==> src/rtl/uart_rx.sv <==
`default_nettype none
//============================================================================
// Module   : uart_rx
// Purpose  : 8N1 UART receiver. The serial input is synchronised, framed by
//            a bit-period counter (period = baud_div_i + 1 clocks), and each
//            good byte is pushed into a show-ahead circular receive queue.
//            Sticky overrun and framing error flags are kept alongside.
// Ports    : clk_i        - clock, rising edge
//            rst_i        - synchronous active-high reset
//            baud_div_i   - bit period minus one, in clocks
//            rx_i         - asynchronous serial line, idle high
//            re_i         - pop the head entry (ignored when empty)
//            clr_i        - clear sticky error flags
//            data_o       - queue head (valid when empty_o = 0)
//            empty_o      - no byte available
//            full_o       - queue holds 2^DEPTH_LOG2-1 entries
//            overrun_o    - sticky: good byte dropped on full queue
//            frame_err_o  - sticky: stop bit sampled low
// Revision : 1.0 - initial release
//============================================================================
module uart_rx #(
    parameter int DEPTH_LOG2 = 5
) (
    input  logic        clk_i,
    input  logic        rst_i,
    input  logic [15:0] baud_div_i,
    input  logic        rx_i,
    input  logic        re_i,
    input  logic        clr_i,
    output logic [7:0]  data_o,
    output logic        empty_o,
    output logic        full_o,
    output logic        overrun_o,
    output logic        frame_err_o
);

    localparam int                  c_depth   = 2 ** DEPTH_LOG2;
    localparam logic [DEPTH_LOG2-1:0] c_ptr_one = 1;

    typedef enum logic [1:0] {
        S_IDLE  = 2'd0,
        S_START = 2'd1,
        S_DATA  = 2'd2,
        S_STOP  = 2'd3
    } state_t;

    // Synchroniser and edge detector
    logic r_sync1;
    logic r_sync2;
    logic r_rx_prev;
    logic w_rx_s;

    // Framing state
    state_t      r_state;
    state_t      w_state_nxt;
    logic [15:0] r_cnt;
    logic [15:0] w_cnt_nxt;
    logic [2:0]  r_idx;
    logic [2:0]  w_idx_nxt;
    logic [7:0]  r_shift;
    logic [7:0]  w_shift_nxt;
    logic        w_push;
    logic        w_set_ovr;
    logic        w_set_fe;

    // Receive queue
    logic [7:0]            r_mem [0:c_depth-1];
    logic [DEPTH_LOG2-1:0] r_wptr;
    logic [DEPTH_LOG2-1:0] r_rptr;
    logic [DEPTH_LOG2-1:0] w_wptr_inc;
    logic                  w_full;
    logic                  w_empty;
    logic                  w_pop;

    logic r_ovr;
    logic r_fe;

    assign w_rx_s = r_sync2;

    always_ff @(posedge clk_i) begin
        if (rst_i) begin
            r_sync1   <= 1'b1;
            r_sync2   <= 1'b1;
            r_rx_prev <= 1'b1;
        end else begin
            r_sync1   <= rx_i;
            r_sync2   <= r_sync1;
            r_rx_prev <= w_rx_s;
        end
    end

    // State register
    always_ff @(posedge clk_i) begin
        if (rst_i) begin
            r_state <= S_IDLE;
            r_cnt   <= 16'd0;
            r_idx   <= 3'd0;
            r_shift <= 8'd0;
        end else begin
            r_state <= w_state_nxt;
            r_cnt   <= w_cnt_nxt;
            r_idx   <= w_idx_nxt;
            r_shift <= w_shift_nxt;
        end
    end

    // Next state and per-frame actions
    always_comb begin
        w_state_nxt = r_state;
        w_cnt_nxt   = r_cnt + 16'd1;
        w_idx_nxt   = r_idx;
        w_shift_nxt = r_shift;
        w_push      = 1'b0;
        w_set_ovr   = 1'b0;
        w_set_fe    = 1'b0;
        case (r_state)
            S_IDLE: begin
                w_cnt_nxt = r_cnt;
                // Only a genuine 1->0 transition starts a frame, so a line
                // held low after a framing error cannot retrigger.
                if (r_rx_prev && !w_rx_s) begin
                    w_state_nxt = S_START;
                    w_cnt_nxt   = 16'd0;
                end
            end
            S_START: begin
                if (r_cnt == (baud_div_i >> 1)) begin
                    w_cnt_nxt = 16'd0;
                    if (!w_rx_s) begin
                        w_state_nxt = S_DATA;
                        w_idx_nxt   = 3'd0;
                    end else begin
                        w_state_nxt = S_IDLE;
                    end
                end
            end
            S_DATA: begin
                if (r_cnt == baud_div_i) begin
                    w_shift_nxt[r_idx] = w_rx_s;
                    w_cnt_nxt          = 16'd0;
                    if (r_idx == 3'd7) begin
                        w_state_nxt = S_STOP;
                    end else begin
                        w_idx_nxt = r_idx + 3'd1;
                    end
                end
            end
            S_STOP: begin
                if (r_cnt == baud_div_i) begin
                    w_state_nxt = S_IDLE;
                    w_cnt_nxt   = 16'd0;
                    if (w_rx_s) begin
                        // Fullness is judged before any same-cycle pop.
                        if (!w_full) begin
                            w_push = 1'b1;
                        end else begin
                            w_set_ovr = 1'b1;
                        end
                    end else begin
                        w_set_fe = 1'b1;
                    end
                end
            end
            default: begin
                w_state_nxt = S_IDLE;
                w_cnt_nxt   = 16'd0;
            end
        endcase
    end

    assign w_wptr_inc = r_wptr + c_ptr_one;
    assign w_full     = (w_wptr_inc == r_rptr);
    assign w_empty    = (r_rptr == r_wptr);
    assign w_pop      = re_i && !w_empty;

    always_ff @(posedge clk_i) begin
        if (rst_i) begin
            r_wptr <= '0;
            r_rptr <= '0;
        end else begin
            if (w_push) begin
                r_wptr <= w_wptr_inc;
            end
            if (w_pop) begin
                r_rptr <= r_rptr + c_ptr_one;
            end
        end
    end

    // Queue storage carries no reset; pointers alone define validity.
    always_ff @(posedge clk_i) begin
        if (w_push) begin
            r_mem[r_wptr] <= r_shift;
        end
    end

    // Sticky flags: a set event in the same cycle as clr_i wins.
    always_ff @(posedge clk_i) begin
        if (rst_i) begin
            r_ovr <= 1'b0;
            r_fe  <= 1'b0;
        end else begin
            r_ovr <= w_set_ovr || (r_ovr && !clr_i);
            r_fe  <= w_set_fe  || (r_fe  && !clr_i);
        end
    end

    assign data_o      = r_mem[r_rptr];
    assign empty_o     = w_empty;
    assign full_o      = w_full;
    assign overrun_o   = r_ovr;
    assign frame_err_o = r_fe;

endmodule
`default_nettype wire

==> config.mk <==
export PLATFORM = sky130hd
export DESIGN_NAME = uart_rx
export DESIGN_NICKNAME = d
export VERILOG_FILES = /design/src/rtl/uart_rx.sv
export SDC_FILE = /design/constraint.sdc
export NUM_CORES = 1
export LEC_CHECK = 0
export ABC_AREA = 1
export CAP_MARGIN = 20
export CORE_MARGIN = 10
export CORE_UTILIZATION = 57
export CTS_CLUSTER_SIZE = 8
export DETAILED_ROUTE_END_ITERATION = 8
export PLACE_DENSITY = 0.86
export SYNTH_ARGS = -nofsm -noshare
export SYNTH_HDL_FRONTEND = slang
export SYNTH_SLANG_ARGS = --single-unit
==> constraint.sdc <==
create_clock -name clk_i -period 2.9 [get_ports clk_i]
set_input_delay 0.29 -clock clk_i [delete_from_list [all_inputs] [get_ports clk_i]]
set_output_delay 0.29 -clock clk_i [all_outputs]
set_load 0.02 [all_outputs]
==> results.rst, run 1 <==
.. list-table::
   :header-rows: 1

   * - Metric
     - Value
   * - Total leakage power
     - 5.93 nW
   * - Std cell rows
     - 55
   * - Synth Register Bits
     - 305
   * - Number of synthesized flops with an enable pin
     - 256
   * - Relative slew slack
     - 42.1%
   * - Logic depth of the worst register-to-register path
     - 12
   * - Max-cap violation count
     - 0
   * - Startpoint types
     - flip-flop
   * - Achievable clock frequency
     - 351 MHz
   * - Effective utilization at floorplan
     - 58.0%
   * - Aggregate negative setup slack
     - 0 ns
   * - First-pass GRT wire length
     - 50500 um
   * - Post-Synthesis Net Count
     - 1285
   * - Placed insts
     - 1569
   * - Area of the core
     - 22700 um2
   * - Number of pins exceeding their max-slew limit in the final report
     - 0
   * - Total power per unit cell area
     - 665 nW/um2
   * - Final Routed Wirelength
     - 33300 um
   * - Post-synthesis cell type count
     - 36
   * - H-Tree Depth
     - 2
   * - Count of antenna-violating nets left after detailed routing
     - 0
   * - Req. time, crit path
     - 2.61 ns
   * - DRC violations left
     - 0
   * - Run status
     - finished clean
   * - Post-synth top flop
     - sky130_fd_sc_hd__edfxtp_1
   * - Number of global-route vias before repair
     - 9736
   * - Number of placed I/O pins
     - 33
   * - # clock sinks
     - 305
   * - Clock root buffer
     - sky130_fd_sc_hd__clkbuf_16
   * - Post-synthesis area per instance
     - 10.5 um2
   * - Total GRT Usage
     - 21.8%
   * - Peak ir drop on the vdd network
     - 0.467 mV
   * - Final instance count without filler cells
     - 1636
   * - Number of vias in the routed layout
     - 10065
   * - End of the worst register-to-register path
     - r_mem[17][3]$_DFFE_PP_
   * - Highest-count cells in the layout ignoring fill and taps
     - sky130_fd_sc_hd__edfxtp_1, sky130_fd_sc_hd__nor2_1, sky130_fd_sc_hd__nand2_1
   * - Fraction of final layout cells sized beyond drive strength 1
     - 11.0%
   * - Data arrival time at the worst-slack endpoint
     - 2.56 ns
   * - Period Utilization, post-route
     - 98.4%
   * - Antenna violations before repair
     - 0
   * - Area enclosed by the die boundary
     - 29600 um2
   * - CP max FO
     - 26
   * - WL per Instance
     - 20.4 um
   * - Mean number of vias per cell
     - 6.15
   * - DIE HEIGHT
     - 172 um
   * - Number of setup violations in the final report
     - 0
   * - Slew @ Worst Pin
     - 0.868 ns
   * - Total congestion overflow
     - 0
   * - Clock Skew
     - 0.0307 ns
   * - Gate Count Post-Synth
     - 1256
   * - Latest clock arrival within the worst-skew pair
     - 0.55 ns
   * - Layout overhead on the synthesized area
     - 17.5%
   * - Worst hold-check path type
     - input port to flip-flop
   * - TritonCTS clock tree
     - yes
   * - Final hold violations
     - 0
   * - Setup crit end
     - data_o[5]
   * - Max Root-Sink Buffers
     - 3
   * - Seq/Total Area, Yosys
     - 65.8%
   * - Leading cell type in the layout, fill and taps excluded
     - sky130_fd_sc_hd__edfxtp_1
   * - Clock slew seen by the registers of the worst setup and hold paths
     - 0.05 ns
   * - Critical Path Sink Type
     - output pin
   * - Synth async-reset ratio
     - 0%
   * - Final-stage net count
     - 1366
   * - Maximum number of pins on one net before global-route repair
     - 87
   * - Drt initial violations
     - 1551
   * - Post-layout min period
     - 2.85 ns
   * - Number of warnings issued by yosys
     - 0
   * - Gp weighted congestion
     - 0.889
   * - Worst reg2reg startpoint
     - r_wptr[0]$_SDFFE_PP0P_
   * - Clock buffer count from CTS
     - 44
   * - Drt first pass iters
     - 6
   * - Die extent in x
     - 172 um
   * - Port buffer count
     - 32
   * - WS Path Type
     - flip-flop to output pin
   * - Setup slack, reg-to-reg
     - 0.52 ns
   * - Diode insertion count for antenna repair
     - 0
   * - Sum of net half-perimeters after detailed placement
     - 19400 um
   * - Post-synth design cell area
     - 13200 um2
worst min-delay path by stage:
stage | from | endpoint | slack, ns | depth (start not counted)
floorplan | r_sync1$_SDFF_PP1_ | r_sync2$_SDFF_PP1_ | 0.39 | 1
global placement | r_sync1$_SDFF_PP1_ | r_sync2$_SDFF_PP1_ | 0.39 | 1
detailed placement | r_sync1$_SDFF_PP1_ | r_sync2$_SDFF_PP1_ | 0.40 | 1
CTS | rx_i | r_sync1$_SDFF_PP1_ | 0.30 | 2
global route | rx_i | r_sync1$_SDFF_PP1_ | 0.33 | 2
finish | rx_i | r_sync1$_SDFF_PP1_ | 0.33 | 2
Yosys cell counts, drive strengths merged (2+ instances only):
| library cell | count | area [um2] |
|---|---|---|
| or2 | 4 | 25.0 |
| dfxtp | 49 | 981 |
| nor4 | 2 | 12.5 |
| nand4 | 5 | 31.3 |
| nand3 | 50 | 250 |
| o221ai | 40 | 350 |
| a31oi | 5 | 31.3 |
| a21oi | 33 | 165 |
| o21a | 8 | 60.1 |
| nor2 | 233 | 892 |
| buf | 15 | 82.6 |
| xor2 | 10 | 87.6 |
| xnor2 | 3 | 26.3 |
| clkbuf | 46 | 173 |
| inv | 86 | 323 |
| o22ai | 24 | 150 |
| edfxtp | 256 | 7690 |
| nor3 | 13 | 70.1 |
| ha | 8 | 100 |
| nand2 | 186 | 756 |
| o21ai | 175 | 876 |
registers in the layout, summed over array words and instances (netlist names), named ones only:
register and cells:
r_cnt 16, r_sync1 1, overrun_o 1, r_wptr 5
r_idx 3, r_shift 8, r_sync2 1, r_state 1
r_rptr 5, frame_err_o 1, r_rx_prev 1, r_mem 256
worst max-delay path, cell delays in order (launching register included):
cell	delay, ns
sky130_fd_sc_hd__dfxtp_4	0.42
sky130_fd_sc_hd__clkinv_4	0.12
sky130_fd_sc_hd__buf_12	0.17
sky130_fd_sc_hd__buf_12	0.16
sky130_fd_sc_hd__o21ai_0	0.23
sky130_fd_sc_hd__o221ai_1	0.17
sky130_fd_sc_hd__nand3_1	0.17
sky130_fd_sc_hd__nand2_1	0.08
sky130_fd_sc_hd__o21a_1	0.19
sky130_fd_sc_hd__dlygate4sd2_1	0.32
per-stage QoR:
stage	hold slack, ns	utilization [%]	total power, mW	cell area [um2]	setup slack [ns]
finish	0.328	68.1	10.3	15500	0.0469
global route	0.328	68.1	10.6	15500	-0.0210
CTS	0.303	67.5	10.2	15300	0.00990
detailed placement	0.403	62.0	5.73	14100	0.152
global placement	0.394	62.0	5.70	14100	0.241
floorplan	0.389	-	5.42	13200	0.685
layout make-up:
type                            instances  area (um2)
Sequential cell                       305        8680
Fill cell                            1559        7240
Multi-Input combinational cell        803        3930
Clock buffer                           57        1170
Timing Repair Buffer                   96         946
Tap cell                              285         357
Inverter                               87         339
Clock inverter                          3        55.1
power breakdown:
group,switching [mW],total [mW],internal (mW)
Sequential,0.0329,4.74,4.71
Combinational,0.625,0.971,0.346
Clock,1.78,4.57,2.79
metal layers:
metal | share of wire [%] | up-vias | track usage, %
met4 | 3.2 | 0 | 10.4
met1 | 38 | 4729 | 27.5
met2 | 49 | 662 | 35.7
met3 | 10 | 98 | 3.92
li1 | - | 4576 | -
met5 | 0 | - | 0
cell families after synthesis:
kind of cell,synth area share (%)
AO/OA/AOI/OAI,12.6
XOR/XNOR,0.865
buffers and inverters,4.46
flip-flops,65.8
AND/OR/NAND/NOR,15.5
adder cells (fa/ha/maj),0.760
repair_timing:
action	4_1_cts	5_1_grt
resized for setup	20	11
gates cloned	0	2
hold buffers	0	0
setup endpoints to repair	9	9
pin swaps	0	0
setup buffers	0	2
hold endpoints to repair	0	0
Power figures use the tool's default switching activity.
==> inputs of run 2 (changes only) <==
Settings changed: GPL_TIMING_DRIVEN set to 0.
==> run 2 against run 1 <==
Sequential share of layout area barely moved. Via count rose by 4.5%. Count of clock-buffer cells in the layout fell by 2. Die area did not move. Non-clock buffer count rose by 3. Routed wire length rose by 11%. Final cell count rose by 0.12%. Worst hold slack got worse by 0.0076 ns. Critical path type unchanged.
==> results.rst, run 2 (synthesis results as in run 1) <==
.. list-table::
   :header-rows: 1

   * - Metric
     - Value
   * - Levels on crit path
     - 9 (unchanged)
   * - Worst reg2reg startpoint
     - r_wptr[0]$_SDFFE_PP0P_
   * - Port buffer count
     - 31 (-3.1%)
   * - Total power per unit cell area
     - 675 nW/um2 (+1.6%)
   * - Total congestion overflow
     - 0 (unchanged)
   * - Count of antenna-violating nets left after detailed routing
     - 0 (unchanged)
   * - Slowest library cell on the worst path
     - sky130_fd_sc_hd__dfxtp_2
   * - Worst Hold Path Cells
     - 4 (+2)
   * - CP Cell Sequence
     - buf_6 -> clkbuf_4 -> o21ai_0 -> o221ai_2 -> nand3_1 -> nand2_1 -> nor2_1 -> a21oi_1 -> clkdlybuf4s15_2
   * - DIE HEIGHT
     - 172 um (unchanged)
   * - Sum of net half-perimeters after detailed placement
     - 22100 um (+14%)
   * - Switching portion of total power
     - 24.5% (+0.83 points)
   * - Stage delay of the slowest cell on the critical path
     - 0.39 ns (-0.03 ns)
   * - WL per Instance
     - 22.6 um (+11%)
   * - Aggregate negative setup slack
     - 0 ns (unchanged)
   * - Max Root-Sink Buffers
     - 3 (unchanged)
   * - TritonCTS clock tree
     - yes
   * - Setup slack, reg-to-reg
     - 0.06 ns (-0.46 ns)
   * - Leading cell type in the layout, fill and taps excluded
     - sky130_fd_sc_hd__edfxtp_1
   * - First-pass GRT wire length
     - 55300 um (+9.6%)
   * - Total GRT Usage
     - 24.4% (+2.6 points)
   * - Number of vias in the routed layout
     - 10519 (+4.5%)
   * - Share of total power in the clock network
     - 44.0% (-0.4 points)
   * - Area enclosed by the die boundary
     - 29600 um2 (unchanged)
   * - Clock root buffer
     - sky130_fd_sc_hd__clkbuf_16
   * - CP max FO
     - 10 (-62%)
   * - Run status
     - finished clean
   * - DRC violations left
     - 0 (unchanged)
   * - Post-layout worst setup margin
     - 0.00944 ns (-0.0375 ns)
   * - Fraction of final layout cells sized beyond drive strength 1
     - 13.2% (+2.1 points)
   * - # clock sinks
     - 305 (unchanged)
   * - Setup repair after global routing missed its margin
     - yes
   * - Final-stage net count
     - 1369 (+0.22%)
   * - Crit path buf inv count
     - 3 (-1)
   * - Drt initial violations
     - 1724 (+11%)
   * - Part of the total power dissipated in sequential elements
     - 45.3% (-0.8 points)
   * - Final Hold Slack
     - 0.321 ns (-0.00759 ns)
   * - Total leakage power
     - 5.85 nW (-1.3%)
   * - Clock Skew
     - 0.0253 ns (-0.00539 ns)
   * - Post-Place Setup Slack
     - -0.203 ns (-0.355 ns)
   * - Reg with most FFs
     - r_mem
   * - Antenna violations before repair
     - 0 (unchanged)
   * - Peak ir drop on the vdd network
     - 0.391 mV (-16%)
   * - Clock buffer count from CTS
     - 44 (unchanged)
   * - Number of placed I/O pins
     - 33 (unchanged)
   * - Number of global-route vias before repair
     - 10044 (+3.2%)
   * - Std cell rows
     - 55 (unchanged)
   * - Buffers inserted by post-CTS timing repair
     - 0 (unchanged)
   * - Logic depth of the worst register-to-register path
     - 11 (-1)
   * - H-Tree Depth
     - 2 (unchanged)
   * - WS Path Type
     - flip-flop to output pin
   * - Gp weighted congestion
     - 0.920 (+3.5%)
   * - Startpoint types
     - flip-flop
   * - Number of flip-flops under the largest register name
     - 256 (unchanged)
   * - Die extent in x
     - 172 um (unchanged)
   * - Internal Pwr Total
     - 7.88 mW (+0.45%)
   * - Setup crit end
     - data_o[4]
   * - Relative contribution of combinational cells to total power
     - 10.7% (+1.3 points)
   * - Req. time, crit path
     - 2.61 ns (about the same)
   * - Maximum number of pins on one net before global-route repair
     - 34 (-61%)
   * - Final Routed Wirelength
     - 37000 um (+11%)
   * - Data arrival time at the worst-slack endpoint
     - 2.60 ns (+0.04 ns)
   * - Diode insertion count for antenna repair
     - 0 (unchanged)
   * - Number of setup violations in the final report
     - 0 (unchanged)
   * - Layout overhead on the synthesized area
     - 17.4% (about the same)
   * - Highest-count cells in the layout ignoring fill and taps
     - sky130_fd_sc_hd__edfxtp_1, sky130_fd_sc_hd__nor2_1, sky130_fd_sc_hd__nand2_1
   * - Max-cap violation count
     - 0 (unchanged)
   * - Effective utilization at floorplan
     - 58.0% (unchanged)
   * - Relative slew slack
     - 41.1% (-1.0 points)
   * - Period Utilization, post-route
     - 99.7% (+1.3 points)
   * - CTS Hold Buffers Added
     - 0 (unchanged)
   * - Slew @ Worst Pin
     - 0.880 ns (+0.0127 ns)
   * - End of the worst register-to-register path
     - r_mem[2][6]$_DFFE_PP_
   * - Achievable clock frequency
     - 346 MHz (-1.3%)
   * - Top Family by Delay on Critical Path
     - buffers and inverters
   * - Mean number of vias per cell
     - 6.42 (+4.4%)
   * - Latest clock arrival within the worst-skew pair
     - 0.54 ns (about the same)
   * - Post-layout min period
     - 2.89 ns (+0.0375 ns)
   * - Drt first pass iters
     - 7 (+1)
   * - Registers with the highest flip-flop counts
     - r_mem x256, r_cnt x16, r_shift x8
   * - Switching pwr
     - 2.56 mW (+5.1%)
   * - Clock slew seen by the registers of the worst setup and hold paths
     - 0.05 ns (about the same)
   * - Layout fillers
     - 1534 (-1.6%)
   * - Number of pins exceeding their max-slew limit in the final report
     - 0 (unchanged)
   * - Critical Path Sink Type
     - output pin
   * - Area of the core
     - 22700 um2 (unchanged)
   * - Worst hold-check path type
     - input port to flip-flop
   * - Final hold violations
     - 0 (unchanged)
## run 2: metrics by stage
step	utilization (%)	std cells	total power, mW	cell area (um2)
finish	68.1	1638	10.4	15500
global route	68.1	1638	10.7	15500
CTS	67.0	1632	10.4	15200
detailed placement	61.2	1574	5.81	13900
global placement	60.9	1572	5.77	13800
floorplan	-	1256	5.42	13200
## run 2: how the worst min path moves through the flow
stage | to | from
floorplan | r_sync2$_SDFF_PP1_ | r_sync1$_SDFF_PP1_
global placement | r_sync2$_SDFF_PP1_ | r_sync1$_SDFF_PP1_
detailed placement | r_sync2$_SDFF_PP1_ | r_sync1$_SDFF_PP1_
CTS | r_cnt[2]$_SDFFE_PP0P_ | rst_i
global route | r_sync1$_SDFF_PP1_ | rx_i
finish | r_cnt[2]$_SDFFE_PP0P_ | rst_i
## run 2: power by group through the flow
stage,sequential [mW],clock [mW],combinational [mW]
after floorplan,4.80,0,0.615
after global placement,4.81,0,0.958
after detailed placement,4.81,0,0.995
after CTS,4.73,4.58,1.05
after global routing,4.73,4.76,1.19
final,4.73,4.60,1.12
## run 2: timing repair
item                                    4_1_cts  5_1_grt
resized for setup                            81       79
pin swaps                                     1        6
hold endpoints to repair                      0        0
endpoints found under the setup margin        9      265
gates cloned                                  0        0
## run 2: worst min-delay path: stages
cell                       delay, ns
sky130_fd_sc_hd__clkbuf_1       0.25
sky130_fd_sc_hd__nor2_1         0.17
sky130_fd_sc_hd__nand2_1        0.06
sky130_fd_sc_hd__inv_1          0.04
## run 2: per-layer routing
layer	vias to the layer above	share of wire, %	global-route usage (%)
met1	4892	36	30.4
met5	-	0	0
met3	164	11	5.52
met2	878	48	39.1
li1	4585	-	-
met4	0	4.5	12.7
## run 2: area by class of cell
| type | count | area [um2] | area share (%) |
|---|---|---|---|
| plain buffers | 60 | 398 | 2.57 |
| clock buffers | 55 | 1140 | 7.39 |
| clock inverters | 4 | 60.1 | 0.388 |
| inverters | 87 | 332 | 2.14 |
| multi-input cells | 803 | 4040 | 26.1 |
| flip-flops and latches | 305 | 8670 | 56.1 |
| well taps | 285 | 357 | 2.31 |
| repair buffers | 39 | 465 | 3.01 |
